`config.mk`:
```
export PLATFORM = sky130hd
export DESIGN_NAME = parity_frame_gen
export DESIGN_NICKNAME = d
export VERILOG_FILES = /design/src/rtl/parity_frame_gen.sv
export SDC_FILE = /design/constraint.sdc
export NUM_CORES = 1
export LEC_CHECK = 0
export ABC_AREA = 1
export CAP_MARGIN = 0
export CORE_UTILIZATION = 45
export DETAILED_ROUTE_END_ITERATION = 16
export PLACE_DENSITY_LB_ADDON = 0.08
export SYNTH_ARGS = -nofsm -noshare
export SYNTH_HDL_FRONTEND = slang
export SYNTH_SLANG_ARGS = --single-unit
```
`constraint.sdc`:
```
create_clock -name clk -period 2.5 [get_ports clk]
set_input_delay 0.5 -clock clk [delete_from_list [all_inputs] [get_ports clk]]
set_output_delay 0.5 -clock clk [all_outputs]
set_load 0.02 [all_outputs]
```
`src/rtl/parity_frame_gen.sv`:
```
// parity_frame_gen: streaming even/odd parity over multi-beat frames with check mode
// and a one-entry result buffer that supports back-to-back results.
module parity_frame_gen #(
   parameter int DATA_W  = 8,
   parameter int MAX_LEN = 4
) (
   input  logic                         clk,
   input  logic                         rst,
   input  logic                         i_in_valid,
   output logic                         o_in_ready,
   input  logic [DATA_W-1:0]            i_in_data,
   input  logic                         i_in_last,
   input  logic                         i_odd_mode,
   input  logic                         i_chk_en,
   input  logic                         i_chk_bit,
   output logic                         o_out_valid,
   input  logic                         i_out_ready,
   output logic                         o_out_parity,
   output logic [$clog2(MAX_LEN+1)-1:0] o_out_len,
   output logic                         o_out_trunc,
   output logic                         o_out_err
);
   localparam int LEN_W = $clog2(MAX_LEN+1);
   typedef enum logic {IDLE, ACCUM} state_t;
   state_t r_state, w_next;
   logic r_acc, r_odd, r_out_valid, r_out_parity, r_out_trunc, r_out_err;
   logic [LEN_W-1:0] r_count, r_out_len, w_len;
   logic w_beat, w_first, w_close, w_acc, w_odd, w_parity;
   // The first beat of a frame starts from a clean accumulator and samples odd_mode live.
   assign w_beat   = i_in_valid & o_in_ready;
   assign w_first  = r_state == IDLE;
   assign w_len    = w_first ? LEN_W'(1) : LEN_W'(r_count + 1'b1);
   assign w_close  = w_beat & (i_in_last | (w_len == LEN_W'(MAX_LEN)));
   assign w_odd    = w_first ? i_odd_mode : r_odd;
   assign w_acc    = (w_first ? 1'b0 : r_acc) ^ (^i_in_data);
   assign w_parity = w_acc ^ w_odd;
   always_ff @(posedge clk) begin
      if (rst) r_state <= IDLE;
      else     r_state <= w_next;
   end
   always_comb begin
      w_next = w_beat ? (w_close ? IDLE : ACCUM) : r_state;
   end
   always_comb begin
      o_in_ready   = !r_out_valid | i_out_ready;
      o_out_valid  = r_out_valid;
      o_out_parity = r_out_parity;
      o_out_len    = r_out_len;
      o_out_trunc  = r_out_trunc;
      o_out_err    = r_out_err;
   end
   always_ff @(posedge clk) begin
      if (rst) begin
         r_acc   <= 1'b0;
         r_odd   <= 1'b0;
         r_count <= '0;
      end else if (w_beat) begin
         r_acc   <= w_acc;
         r_odd   <= w_odd;
         r_count <= w_close ? '0 : w_len;
      end
   end
   always_ff @(posedge clk) begin
      if (rst) begin
         r_out_valid  <= 1'b0;
         r_out_parity <= 1'b0;
         r_out_len    <= '0;
         r_out_trunc  <= 1'b0;
         r_out_err    <= 1'b0;
      end else if (w_close) begin
         r_out_valid  <= 1'b1;
         r_out_parity <= w_parity;
         r_out_len    <= w_len;
         r_out_trunc  <= !i_in_last;
         r_out_err    <= i_chk_en & (i_chk_bit ^ w_parity);
      end else if (i_out_ready) begin
         r_out_valid  <= 1'b0;
      end
   end
endmodule

```
# After elaboration in Yosys (flattened, before gate mapping)
# Index checks and enable logic that the tools add are counted.
[totals]
ff_bits = 13
input_bits = 16
output_inout_bits = 8
word_cells = 30
[classes]
add_sub_neg = 1
eq_ne = 1
mux = 7
n_bitwise = 8
reduce_logical = 4
[op_table]
columns = ["op", "count"]
rows = [
  ["$reduce_xor 8->1", 1],
  ["$mux 3", 2],
  ["$mux 1", 5],
  ["$add 3x1->3 const B", 1],
  ["$and 1x1->1", 3],
  ["$eq 3x3->1 const B", 1],
  ["$xor 1x1->1", 3],
  ["$logic_not 1->1", 2],
  ["$or 1x1->1", 2],
  ["$reduce_bool 2->1", 1],
]

# Depth between registers and ports, before layout
# Gate-level depths: netlist of run 1.
[logic_depth]
depth_word = 6
mapped_depth = 13

# Worst setup path before layout of run 1
# OpenSTA, ideal clock, no wires.
[synth_path]
path_type = "in2reg"
from = "input port i_out_ready"
to = "register r_out_err (netlist: o_out_err)"
arrival_ns = 1.414
setup_slack_ns = 1.028
stages = 10
n_path_buf = 0
path_cell_list = "inv_1 nand2_1 nand2_1 inv_1 nand2_4 inv_6 nand2_4 nor2_2 nand3_1 nand2_1"
[synth_between]
elab_chain_len = 3
[synth_lines]
columns = ["item", "line", "source"]
rows = [
  ["start, declared", "17", "input logic i_out_ready,"],
  ["$or 1x1->1", "45", "o_in_ready = !r_out_valid | i_out_ready;"],
  ["net o_in_ready", "10", "output logic o_in_ready,"],
  ["$and 1x1->1", "30", "assign w_beat = i_in_valid & o_in_ready;"],
  ["$and 1x1->1", "33", "assign w_close = w_beat & (i_in_last | (w_len == LEN_W'(MAX_LEN)));"],
  ["end signal, assigned", "75", "r_out_err <= i_chk_en & (i_chk_bit ^ w_parity);"],
  ["end, declared", "26", "logic r_acc, r_odd, r_out_valid, r_out_parity, r_out_trunc, r_out_err;"],
]
# The timed path passes the listed nets, and every way through them passes these cells.
# A chain may end at the register's enable or synchronous reset.

# Worst setup path in the final report of run 1
[layout_path]
from = "input port i_out_ready"
to = "output port o_in_ready"
[layout_between]
elab_chain_len = 1
[layout_lines]
columns = ["item", "line"]
rows = [
  ["$or 1x1->1", "45"],
  ["end, declared", "10"],
]
# Every way passes these cells.

==> metrics, run 1 <==
placed cell areas slightly below 0.001 mm^2; post-layout util between 60% and 70%; Final HPWL DP between 1 and 1.5 mm; number of port buffers 23; RD Place Congestion 0.712; total of max-cap violations 0; CP required 2.00 ns; Synth cell types 18; fin crit share between 80 and 90%; Num Clock Sinks 13; via count 750; # fillers 155; NumNets Final around 160; Cells after DPL 155; I/O pin cnt 24; final WL ~1.5 mm; CTS Buf Count 3; RSZ-0062 raised after global routing no; sequential share of the synthesized area 35.3%; Least-Margin Pin Slew 0.321 ns; GRT Util Overall between 10% and 20%; Setup Fix Bufs, Post-CTS 0; Hold Buf Count CTS 0; root buf cell clkbuf_4; final setup fails 0; Die W roughly 43 um; largest net degree at the start of global routing 8; area of the multi-input gates ~390 um^2; slowest CP cell clkdlybuf4s50_1; # H-tree levels 1; Clock Skew ~0.0047 ns; Final Cell Area between 0.001 and 0.0015 mm^2; crit path max fanout 3; Largest delay share family, worst path buffers and inverters; Vias/cell 4.72; antenna violations before repair 0; drt pass-1 iters 4; layout cells sized above 1 7.69%; number of synthesized register bits 13; Non-Filler Instances between 150 and 200; power density over the cells ~470 mW/mm^2; CP most frequent cell clkdlybuf4s50_1; worst hold-check path type reg -> reg; # diodes 0; CP bufs+invs 3; Worst setup SP type input pin; Slew Limit Fails 0; crit path DAT 1.69 ns; Netlist Area Pre-Place 738 um^2; TritonCTS clock tree done; setup tns final 0 ns; Hold Violations, Final 0; Initial Utilization about half; Synth-to-Final Area Change 37.5%; num rows 14; post-CTS resize count 0; Wirelength per Cell about 9.5 um; vias in the first global route around 680; Synth Warn # 0; Max-Slew Margin vs Limit 78.4%; Detail Route Antenna Nets 0; global-route wire length before repair around 2.7 mm; Synth Net Count 133; clk_lat worst skew approximately 0.28 ns; Clk pin slew, worst setup/hold paths approximately 0.080 ns; post-layout min period approximately 2.2 ns; Die ar. 0.00181 mm^2; critical path cell sequence clkdlybuf4s50_1, inv_1, nand2_1, clkdlybuf4s50_1; fmax approximately 460 MHz; status complete, no violations; leak pwr 0.521 nW; Post-Syn Area per Cell roughly 6.4 um^2; Starting DRT DRC Count 12; synthesized instance count between 100 and 150; maximum vdd drop 0.404 mV; element type at the critical path end primary output; DRC 0; Die Span Y ~43 um; crit-path max cell delay between 0.6 and 0.7 ns; kind of critical path in -> out; clock tree buffer depth 2; GR Overflow Total 0; core box area 0.00152 mm^2; Reg area ~260 um^2
## cells in the mapped netlist
master / n / share of area (%)
dfxtp_1: 13 / 35
nor3_4: 1 / 2.2
nor2_1: 4 / 2.0
nand2_4: 2 / 3.1
o21ai_1: 3 / 2.0
o21ai_0: 5 / 3.4
nand2_1: 43 / 22
nor2_2: 1 / 0.85
inv_1: 20 / 10
inv_6: 1 / 1.2
ha_1: 1 / 1.7
inv_2: 1 / 0.51
nand2_2: 1 / 0.85
nand3_1: 9 / 6.1
nand3_2: 1 / 1.4
a21oi_1: 8 / 5.4
xor2_1: 1 / 1.2
a31oi_1: 1 / 0.85
## through the flow
stage,setup WS (ns),hold slack [ns],power [W]
finish,0.314,0.454,0.000477
global route,0.261,0.478,0.000504
CTS,0.316,0.461,0.000482
detailed placement,0.317,0.443,0.000351
global placement,0.333,0.440,0.000347
floorplan,1.03,0.443,0.000300
## path summary, 6_finish.rpt
path / start / to / slack, ns / cells past startpoint
min reg2reg: o_out_err / o_out_err / 0.45 / 2
max reg2reg: r_count[0] / o_out_len[0] / 1.01 / 11
min: o_out_err / o_out_err / 0.45 / 2
max: i_out_ready / o_in_ready / 0.31 / 4
## layout by cell type, fill, tap and decap left out, types with 2 or more instances in the layout
cell type and n:
clkbuf_4 3, clkdlybuf4s50_1 23, nand2_1 43, nor2_1 4
a21oi_1 8, dfxtp_1 13, o21ai_1 3, nand2_4 2
nand3_1 9, o21ai_0 5, inv_1 20
## tightest hold or removal path, cell delays in order, from the launching register on
cell     delay (ns)
dfxtp_1        0.32
nand2_1        0.06
nand2_1        0.04
## power by group
group          switching, W  internal (W)
logic             0.0000641     0.0000560
registers        0.00000727      0.000219
clock network     0.0000691     0.0000620
## cells by family (layout without fill, tap and decap cells)
family | after synthesis | count (layout) | share of synthesized area [%]
and+or+nand+nor | 62 | 62 | 38.3
buffers and inverters | 22 | 49 | 11.9
adders and majority gates | 1 | 1 | 1.69
xor gates and xnor gates | 1 | 1 | 1.19
DFF | 13 | 13 | 35.3
AOI/OAI and AO/OA | 17 | 17 | 11.7
## state kept, by name, summed over array words and instances, names as in the netlist
register      cells
o_out_len         3
r_count           3
o_out_err         1
o_out_parity      1
o_out_trunc       1
o_out_valid       1
r_acc             1
r_odd             1
r_state           1
## final cells by class
| cell class | instances | share of cell area (%) |
|---|---|---|
| sequential | 13 | 25.6 |
| clock buffer | 4 | 2.59 |
| inverter | 22 | 8.63 |
| multi-input combinational | 81 | 38.5 |
| timing repair buffer | 23 | 22.7 |
| tap | 16 | 1.97 |
## layer usage
metal,global-route usage [%],vias to the layer above,share of wire (%)
met4,5.63,0,0.53
met1,22.9,323,47
met5,0,-,0
li1,-,411,-
met3,7.76,2,4.9
met2,32.6,14,48
(Power assumes the default switching activity.)
==> run 2: changes to the inputs <==
--- a/config.mk
+++ b/config.mk
@@ -6,6 +6,7 @@
 export NUM_CORES = 1
 export LEC_CHECK = 0
 export ABC_AREA = 1
+export ABC_CLOCK_PERIOD_IN_PS = 2500
 export CAP_MARGIN = 0
 export CORE_UTILIZATION = 45
 export DETAILED_ROUTE_END_ITERATION = 16
==> results of run 2 <==
No change in the layout: final DEF, timing and power equal those of run 1.
